--- src/rtl/display_scan_controller_pkg.sv ---
// Shared constants for the display scan controller: segment codes, digit width,
// legal parameter ranges and the per-slot scan state type.
package display_scan_controller_pkg;

    localparam int unsigned DIGIT_W     = 4;
    localparam int unsigned SEG_W       = 7;

    localparam int unsigned NDIGITS_MIN = 1;
    localparam int unsigned NDIGITS_MAX = 8;
    localparam int unsigned DIV_MIN     = 2;
    localparam int unsigned GUARD_MIN   = 1;

    // Segment patterns, bit order {g,f,e,d,c,b,a}, active-high.
    localparam logic [SEG_W-1:0] SEG_0     = 7'b0111111;
    localparam logic [SEG_W-1:0] SEG_1     = 7'b0000110;
    localparam logic [SEG_W-1:0] SEG_2     = 7'b1011011;
    localparam logic [SEG_W-1:0] SEG_3     = 7'b1001111;
    localparam logic [SEG_W-1:0] SEG_4     = 7'b1100110;
    localparam logic [SEG_W-1:0] SEG_5     = 7'b1101101;
    localparam logic [SEG_W-1:0] SEG_6     = 7'b1111101;
    localparam logic [SEG_W-1:0] SEG_7     = 7'b0000111;
    localparam logic [SEG_W-1:0] SEG_8     = 7'b1111111;
    localparam logic [SEG_W-1:0] SEG_9     = 7'b1101111;
    localparam logic [SEG_W-1:0] SEG_BLANK = 7'b0000000;

    typedef enum logic {
        ST_GUARD = 1'b0,
        ST_SHOW  = 1'b1
    } scan_state_t;

endpackage

--- src/rtl/display_decoder.sv ---
// BCD to seven-segment decoder (combinational). Codes 10..15 decode to blank.
//   i_bcd     : 4-bit BCD digit
//   o_seg_c   : segments {g,f,e,d,c,b,a}, active-high
module display_decoder
    import display_scan_controller_pkg::*;
(
    input  logic [DIGIT_W-1:0] i_bcd,
    output logic [SEG_W-1:0]   o_seg_c
);

    always_comb begin
        o_seg_c = SEG_BLANK;
        case (i_bcd)
            4'd0:    o_seg_c = SEG_0;
            4'd1:    o_seg_c = SEG_1;
            4'd2:    o_seg_c = SEG_2;
            4'd3:    o_seg_c = SEG_3;
            4'd4:    o_seg_c = SEG_4;
            4'd5:    o_seg_c = SEG_5;
            4'd6:    o_seg_c = SEG_6;
            4'd7:    o_seg_c = SEG_7;
            4'd8:    o_seg_c = SEG_8;
            4'd9:    o_seg_c = SEG_9;
            default: o_seg_c = SEG_BLANK;
        endcase
    end

endmodule

--- src/rtl/display_scan_controller.sv ---
// Time-multiplexed seven-segment scan controller with double-buffered BCD word,
// per-slot dead-time and optional leading-zero suppression.
//   i_clk, i_rst     : clock, synchronous active-high reset
//   i_load           : strobe capturing i_value / i_dp_mask into the shadow buffer
//   i_value          : packed BCD, digit k at [4k+3:4k]
//   i_dp_mask        : per-digit decimal point enables
//   i_blank_lz       : leading-zero suppression enable (live)
//   o_seg, o_dp      : segments {g..a} and decimal point, active-high
//   o_an             : one-hot digit enable
//   o_frame_tick     : pulse on the last cycle of the last slot
module display_scan_controller
    import display_scan_controller_pkg::*;
#(
    parameter int unsigned NDIGITS = 4,
    parameter int unsigned DIV     = 50000,
    parameter int unsigned GUARD   = 500
) (
    input  logic                       i_clk,
    input  logic                       i_rst,
    input  logic                       i_load,
    input  logic [DIGIT_W*NDIGITS-1:0] i_value,
    input  logic [NDIGITS-1:0]         i_dp_mask,
    input  logic                       i_blank_lz,
    output logic [SEG_W-1:0]           o_seg,
    output logic                       o_dp,
    output logic [NDIGITS-1:0]         o_an,
    output logic                       o_frame_tick
);

    localparam int unsigned CNT_W = $clog2(DIV);
    localparam int unsigned IDX_W = (NDIGITS > 1) ? $clog2(NDIGITS) : 1;
    localparam int unsigned VAL_W = DIGIT_W * NDIGITS;

    scan_state_t          r_state;
    logic [CNT_W-1:0]     r_cnt;
    logic [IDX_W-1:0]     r_idx;
    logic [VAL_W-1:0]     r_shadow_value;
    logic [NDIGITS-1:0]   r_shadow_dp;
    logic                 r_pending;
    logic [VAL_W-1:0]     r_active_value;
    logic [NDIGITS-1:0]   r_active_dp;
    logic [SEG_W-1:0]     r_seg;
    logic                 r_dp;
    logic [NDIGITS-1:0]   r_an;
    logic                 r_frame_tick;

    scan_state_t          w_state_next;
    logic                 w_cnt_wrap;
    logic                 w_frame_end;
    logic [CNT_W-1:0]     w_cnt_next;
    logic [IDX_W-1:0]     w_idx_next;
    logic [VAL_W-1:0]     w_shadow_value_next;
    logic [NDIGITS-1:0]   w_shadow_dp_next;
    logic                 w_pending_next;
    logic [VAL_W-1:0]     w_active_value_next;
    logic [NDIGITS-1:0]   w_active_dp_next;
    logic [SEG_W-1:0]     w_seg_next;
    logic                 w_dp_next;
    logic [NDIGITS-1:0]   w_an_next;
    logic                 w_frame_tick_next;
    logic [DIGIT_W-1:0]   w_digit;
    logic [SEG_W-1:0]     w_dec_seg;
    logic [NDIGITS-1:0]   w_supp;

    // Slot counter and digit index advance.
    always_comb begin
        w_cnt_wrap  = (r_cnt == CNT_W'(DIV - 1));
        w_frame_end = w_cnt_wrap && (r_idx == IDX_W'(NDIGITS - 1));
        w_cnt_next  = w_cnt_wrap ? '0 : r_cnt + CNT_W'(1);
        w_idx_next  = r_idx;
        if (w_cnt_wrap) begin
            w_idx_next = (r_idx == IDX_W'(NDIGITS - 1)) ? '0 : r_idx + IDX_W'(1);
        end
    end

    // Double buffer: a load on the frame boundary goes straight to active.
    always_comb begin
        w_shadow_value_next = r_shadow_value;
        w_shadow_dp_next    = r_shadow_dp;
        w_pending_next      = r_pending;
        w_active_value_next = r_active_value;
        w_active_dp_next    = r_active_dp;
        if (w_frame_end) begin
            if (i_load) begin
                w_active_value_next = i_value;
                w_active_dp_next    = i_dp_mask;
                w_pending_next      = 1'b0;
            end else if (r_pending) begin
                w_active_value_next = r_shadow_value;
                w_active_dp_next    = r_shadow_dp;
                w_pending_next      = 1'b0;
            end
        end else if (i_load) begin
            w_shadow_value_next = i_value;
            w_shadow_dp_next    = i_dp_mask;
            w_pending_next      = 1'b1;
        end
    end

    // Digit k is suppressed when it and every digit above it are zero.
    always_comb begin : p_lz
        logic zero_above;
        zero_above = 1'b1;
        w_supp     = '0;
        for (int k = int'(NDIGITS) - 1; k >= 1; k--) begin
            zero_above = zero_above && (r_active_value[k*DIGIT_W +: DIGIT_W] == '0);
            w_supp[k]  = i_blank_lz && zero_above;
        end
    end

    // Outputs are computed for the upcoming slot position so they line up with r_cnt/r_idx.
    assign w_digit = r_active_value[DIGIT_W*w_idx_next +: DIGIT_W];

    display_decoder u_decoder (
        .i_bcd   (w_digit),
        .o_seg_c (w_dec_seg)
    );

    // Scan FSM: next state and registered-output values.
    always_comb begin
        w_state_next      = r_state;
        w_an_next         = '0;
        w_seg_next        = SEG_BLANK;
        w_dp_next         = 1'b0;
        w_frame_tick_next = (w_cnt_next == CNT_W'(DIV - 1)) &&
                            (w_idx_next == IDX_W'(NDIGITS - 1));
        case (r_state)
            ST_GUARD: if (w_cnt_next == CNT_W'(GUARD)) w_state_next = ST_SHOW;
            ST_SHOW:  if (w_cnt_wrap)                  w_state_next = ST_GUARD;
            default:  w_state_next = ST_GUARD;
        endcase
        if ((w_state_next == ST_SHOW) && !w_supp[w_idx_next]) begin
            w_an_next  = NDIGITS'(1) << w_idx_next;
            w_seg_next = w_dec_seg;
            w_dp_next  = r_active_dp[w_idx_next];
        end
    end

    // State, buffers and output registers.
    always_ff @(posedge i_clk) begin
        if (i_rst) begin
            r_state        <= ST_GUARD;
            r_cnt          <= '0;
            r_idx          <= '0;
            r_shadow_value <= '0;
            r_shadow_dp    <= '0;
            r_pending      <= 1'b0;
            r_active_value <= '0;
            r_active_dp    <= '0;
            r_seg          <= '0;
            r_dp           <= 1'b0;
            r_an           <= '0;
            r_frame_tick   <= 1'b0;
        end else begin
            r_state        <= w_state_next;
            r_cnt          <= w_cnt_next;
            r_idx          <= w_idx_next;
            r_shadow_value <= w_shadow_value_next;
            r_shadow_dp    <= w_shadow_dp_next;
            r_pending      <= w_pending_next;
            r_active_value <= w_active_value_next;
            r_active_dp    <= w_active_dp_next;
            r_seg          <= w_seg_next;
            r_dp           <= w_dp_next;
            r_an           <= w_an_next;
            r_frame_tick   <= w_frame_tick_next;
        end
    end

    assign o_seg        = r_seg;
    assign o_dp         = r_dp;
    assign o_an         = r_an;
    assign o_frame_tick = r_frame_tick;

endmodule
--- config.mk ---
export PLATFORM = sky130hd
export DESIGN_NAME = display_scan_controller
export DESIGN_NICKNAME = d
export VERILOG_FILES = /design/src/rtl/display_scan_controller_pkg.sv /design/src/rtl/display_decoder.sv /design/src/rtl/display_scan_controller.sv
export SDC_FILE = /design/constraint.sdc
export NUM_CORES = 1
export LEC_CHECK = 0
export ABC_AREA = 1
export CAP_MARGIN = 20
export CORE_MARGIN = 5
export CORE_UTILIZATION = 55
export CTS_CLUSTER_SIZE = 16
export DETAILED_ROUTE_END_ITERATION = 7
export DONT_BUFFER_PORTS = 1
export PLACE_DENSITY = 0.67
export SLEW_MARGIN = 20
export SYNTH_ARGS = -nofsm -noshare
export SYNTH_HDL_FRONTEND = slang
export SYNTH_SLANG_ARGS = --single-unit
--- constraint.sdc ---
create_clock -name i_clk -period 4.45 [get_ports i_clk]
set_clock_uncertainty 0.1 [all_clocks]
set_input_delay 0.6675 -clock i_clk [delete_from_list [all_inputs] [get_ports i_clk]]
set_output_delay 0.6675 -clock i_clk [all_outputs]
set_load 0.02 [all_outputs]
---- Word-level counts from Yosys, hierarchy flattened ----
Memory sizes are Yosys's and may differ from the RTL's. A register that Yosys moved wholly into a read port is not among the register bits.
Index checks and enable logic that the tools add are counted.
cells by class
  add/sub/neg operators ................... 2
  $lt $le $gt $ge ......................... 1
  eq/ne operators ......................... 5
  shifts and indexed selects .............. 2
  muxes and demuxes ....................... 14
  bitwise operators ....................... 3
  reductions and logical operators ........ 17
operators with widths
  operator                 number
  $mux W16                 3
  $eq A16 B16 Y1 const B   2
  $add A16 B1 Y16 const B  1
  $eq A16 B9 Y1 const B    1
  $shiftx A16 B5 Y4        1
  $logic_not A4 Y1         3
  $logic_and A1 B1 Y1      8
  $mux W4                  2
  $bmux W1 S2              2
  $eq A2 B2 Y1 const B     2
  $mux W1                  4
  $mux W2                  2
  $reduce_and A2 Y1        2
  $reduce_or A2 Y1         2
  $shl A1 B2 Y4 const A    1
  $lt A2 B3 Y1 const B     1
  $not A1 Y1               3
  $add A2 B1 Y2 const B    1
  $pmux W1 S2              1
  $reduce_bool A2 Y1       1
  $logic_not A1 Y1         1
word-level totals
  register bits ........................... 66
  memory bits (read-only) ................. 112
  input port bits ......................... 24
  output and inout bits ................... 13
  memories kept ........................... 1
memories
  name             depth  width  read ports  clocked after Yosys merged registers in  write ports  RTL line               text
  (no name shown)  16     7      1           1                                        0            display_decoder.sv:13  case (i_bcd)

---- Longest topological paths before layout ----
  depth after elaboration ................. 10
  depth in mapped cells ................... 18
  depth with buffers taken out ............ 17

---- By module ----
Synthesis repeated with hierarchy kept, for this count alone.
second synthesis, totals
  cell total of the unflattened synthesis .. 517
  area, all modules ....................... 3568.4 µm²
modules (own cells, without submodules)
  module                   times used  cells an instance  area each (µm²)  seq. area each (µm²)
  display_scan_controller  1           475                3347.0           1461.4
  display_decoder          1           42                 221.5            0.0

---- Least setup slack after synthesis ----
OpenSTA, ideal clock, no wires.
  kind .................................... register to register
  start point ............................. register r_cnt[1]
  end point ............................... register r_seg[3] (netlist: o_seg[3])
  arrival time ............................ 2139 ps
  setup slack ............................. 2142 ps
  stages on the path, launching flop included .. 14
  cell sequence ........................... dfxtp_1 -> ha_1 -> nand3_2 -> nor2_1 -> nand2_2 -> o21ai_4 -> nand3_1 -> nand2_2 -> clkinv_1 -> ha_1 -> nand3_1 -> nand2_1 -> nand2_1 -> a21oi_1
on the way
  cells in the longest elaborated chain, start to end .. 8
  elaborated cells on any way between the ends .. 15
ends and longest elaborated chain
  item                                               RTL line                                                        text
  from (decl)                                        display_scan_controller.sv:35                                   logic [CNT_W-1:0] r_cnt;
  from (signal assigned)                             display_scan_controller.sv:156                                  r_cnt <= w_cnt_next;
  $add A16 B1 Y16 or $eq A16 B16 Y1 (tied branches)  display_scan_controller.sv:69, display_scan_controller.sv:67
  $mux W16 or $mux W2 (tied branches)                display_scan_controller.sv:69, display_scan_controller.sv:71
  $eq A16 B9 Y1 or $bmux W1 S2 (tied branches)       display_scan_controller.sv:128, display_scan_controller.sv:132
  $mux W1, on equally long branches                  display_scan_controller.sv:128, display_scan_controller.sv:132
  $pmux W1 S2 or $logic_not A1 Y1 (tied branches)    display_scan_controller.sv:127, display_scan_controller.sv:132
  $logic_and A1 B1 Y1                                display_scan_controller.sv:132                                  if ((w_state_next == ST_SHOW) && !w_supp[w_idx_next]) begin
  $not A1 Y1 (no source line)                        --
  $reduce_or A2 Y1 (no source line)                  --
  to (decl)                                          display_scan_controller.sv:42                                   logic [SEG_W-1:0] r_seg;
Parallel ways exist; a longest one is shown, timed or not. The select of a mux whose other input is x is not followed.
A chain may end at the register's enable or synchronous reset.

---- Final worst setup path ----
Ends and elaborated chain as after synthesis.

==> run_results.csv <==
group,metric,value,unit
cells_and_area,finalNetCount,552,
route,wl_per_cell,13.8,um
global_route,grt_first_pass_wirelength,14400,um
synthesis,yosys-mux-area-fraction,0,
synthesis,dominantRegCellSynth,"dfxtp_1",
power_and_ir_drop,total_power,1.27,mW
status,status,"completed",
global_route,grt_max_degree,41,
placement,place_hpwl,5980,um
power_and_ir_drop,cellPowerDensity,326,mW/mm2
critical_path,timing.setup.critical_path_class,"reg2reg",
synthesis,synth-warning-count,0,
synthesis,edff_count_synth,0,
min_path,min-delay-path-class,"in2reg",
critical_path,timing.critical_path.from_type,"register",
clock_tree,clockRootBuffer,"clkbuf_8",
route,drt_first_pass_iters,5,
sta,post-route-period-util,0.598,
critical_path,crit_required,4.63,ns
clock_tree,numClockSinks,73,
global_route,grt-ovfl-total,0,
cells_and_area,drive_above_1_share,0.0840,
sta,remaining_max_slew_budget_at_the_tightest_pin,0.450,
route,drt-total-wl,8300,um
die,ios,37,
sta,final_hold_vio_count,0,
clock_tree,clockBufferDepth,2,
synthesis,mean_post_synth_cell_area,6.94,um2
power_and_ir_drop,max_ir_drop_vdd,0.171,mV
clock_tree,clock_tree.htree_level_count,3,
synthesis,synth_adder_area_share,0.0308,
critical_path,arrival,2.84,ns
placement,gp_congestion,0.956,
global_route,grt_antenna_before_repair,0,
cells_and_area,antenna_cells_inserted,0,
sta,final_period_minus_worst_setup_slack,2.66,ns
synthesis,synth_top_family_by_area,"simple AND/OR/NAND/NOR gates",
synthesis,post_synth_inst_count,527,
placement,pre_cts_ws,1.77,ns
sta,worstMarginPinSlew,0.823,ns
synthesis,postSynth.asyncResetShare,0,
route,detailroute.via_count,3205,
die,starting_density,0.569,
placement,placed_cells,585,
sta,fin_setup_tns,0,ns
synthesis,seq_area_frac_synth,0.400,
clock_tree,cts_hold_buffers,0,
critical_path,ff2ff_setup_slack,1.79,ns
die,fp.dieArea,0.00838,mm2
clock_tree,total_cts_buffers,9,
synthesis,syn_area,0.00366,mm2
sta,final_critical_path_setup_slack,1.79,ns
synthesis,ys_types,32,
critical_path,critical_path.endpoint_type,"register",
global_route,gr-usage-all-layers,0.213,
cells_and_area,flow.area_growth_from_synthesis,6.16,%
die,die_height,91.5,um
die,row_count,29,
synthesis,ffs_latches_synth,73,
cells_and_area,final-instance-count-excl-fill,601,
placement,io_buffer_count,0,
flow_run,maxcap_viol_count,0,
die,dieWidth,91.5,um
sta,fmaxAchievable,376,MHz
synthesis,synth-xor-area-share,0.00479,
sta,grt_setup_unrepaired,"no",
power_and_ir_drop,static-leakage-power,1.62,nW
synthesis,syn_nets,560,
route,avgViaCountPerCell,5.33,
global_route,via_count_of_the_first_global_routing_pass,3074,
die,placeable_core_area,0.00642,mm2
critical_path,crit_path_max_fanout,15,
sta,final-setup-viol-count,0,
synthesis,synth_top_cell_area_share,0.400,
clock_tree,worst_skew_pair.late_latency,0.35,ns
synthesis,synth_area_leader_cell,"dfxtp_1",
route,post_drt_antenna_nets,0,
route,detail_route.drc_violations,0,
synthesis,synth_simple_gate_area_share,0.390,
sta,slew_viol_final,0,
clock_tree,tritoncts,"yes",
cells_and_area,post-route-util,0.605,
route,dr.first_iter.drc_count,148,
clock_tree,post_cts_buffers,0,
synthesis,netlist_top_cells_area,"dfxtp_1, nand2_1, nor2_1",
clock_tree,clk_pin_slew_worst_paths,0.08,ns
synthesis,synth_compound_area_frac,0.107,
clock_tree,post_cts.resized_instances,0,
-- stage by stage --
stage,instance area [um2],hold slack (ns)
after global routing,3880,0.249
after CTS,3880,0.263
after floorplan,3660,0.330
after detailed placement,3670,0.353
after global placement,3670,0.347
final,3880,0.276
-- area by class of cell --
class	count	area, um2
fill	630	2540
multi-input combinational	391	1950
sequential	73	1460
inverter	44	165
clock buffer	11	151
tap	77	96.3
clock inverter	5	61.3
-- cells in the final DEF, fill, tap and decap left out, types with 2 or more instances in the layout --
cell type / instances
clkbuf_8: 11
a21oi_1: 8
nand2_2: 5
nand4_1: 8
inv_1: 41
nand3_2: 4
dfxtp_1: 73
nand2_4: 3
nor2_2: 5
a31oi_1: 2
o21bai_1: 3
nor2_4: 3
o21ai_2: 2
a311oi_1: 18
nand3_1: 31
nor2_1: 113
ha_1: 9
o21ai_0: 25
nand3_4: 2
nor4_1: 5
clkinv_1: 2
clkinvlp_4: 3
nand2_1: 136
nand3b_1: 3
-- worst paths after layout --
path,start,endpoint,depth (start not counted)
worst min-delay path,i_rst,r_cnt[1]$_SDFF_PP0_,1
worst max register to register,r_cnt[1]$_SDFF_PP0_,o_seg[3]$_SDFF_PP0_,15
worst max-delay path,r_cnt[1]$_SDFF_PP0_,o_seg[3]$_SDFF_PP0_,15
worst min register to register,r_cnt[0]$_SDFF_PP0_,r_cnt[0]$_SDFF_PP0_,1
-- kinds of logic after synthesis --
kind of cell / after synthesis
buffers and inverters: 63
xor gates and xnor gates: 2
DFF: 73
and+or+nand+nor: 321
AOI/OAI and AO/OA: 59
adders and majority gates: 9
-- metal layers --
layer	vias up	track usage	wire, um
met3	12	0.0620	474
met1	1433	0.263	3780
met5	-	0	0
met4	0	0.0791	147
li1	1685	-	-
met2	75	0.351	3900
-- flip-flops by register name, summed over array words and instances (netlist names) --
signal	cells
r_cnt	16
r_pending	1
r_shadow_value	16
r_state	1
o_seg	7
r_active_value	16
o_frame_tick	1
r_active_dp	4
r_idx	2
r_shadow_dp	4
o_an	4
o_dp	1
-- cell usage after synthesis (2+ instances only) --
master and n:
a21oi_1 8, a311oi_1 18, a31oi_1 2, buf_2 4, clkbuf_1 14, clkinv_1 2
dfxtp_1 73, ha_1 9, inv_1 41, nand2_1 136, nand2_2 5, nand2_4 3
nand3_1 31, nand3_2 4, nand3_4 2, nand3b_1 3, nand4_1 8, nor2_1 113
nor2_2 5, nor2_4 3, nor4_1 5, o21ai_0 25, o21ai_2 2, o21bai_1 3
-- power by group --
part           internal, mW  leakage [nW]  switching [mW]
combinational        0.0156         0.930          0.0283
sequential            0.668         0.594         0.00859
clock                 0.291        0.0982           0.254
-- worst max-delay path: stages (launching register included) --
cell      delay (ns)
dfxtp_1         0.38
ha_1            0.25
nand3_2         0.16
nor2_1          0.16
nand2_2         0.15
nand2_4         0.12
nand2_4         0.12
nand2_1         0.10
nand3_1         0.09
nand2_2         0.13
clkinv_1        0.16
ha_1            0.32
nand3_1         0.10
nand2_1         0.08
nand2_1         0.05
a21oi_1         0.12
Note: power is estimated with default switching activity, not from simulation.
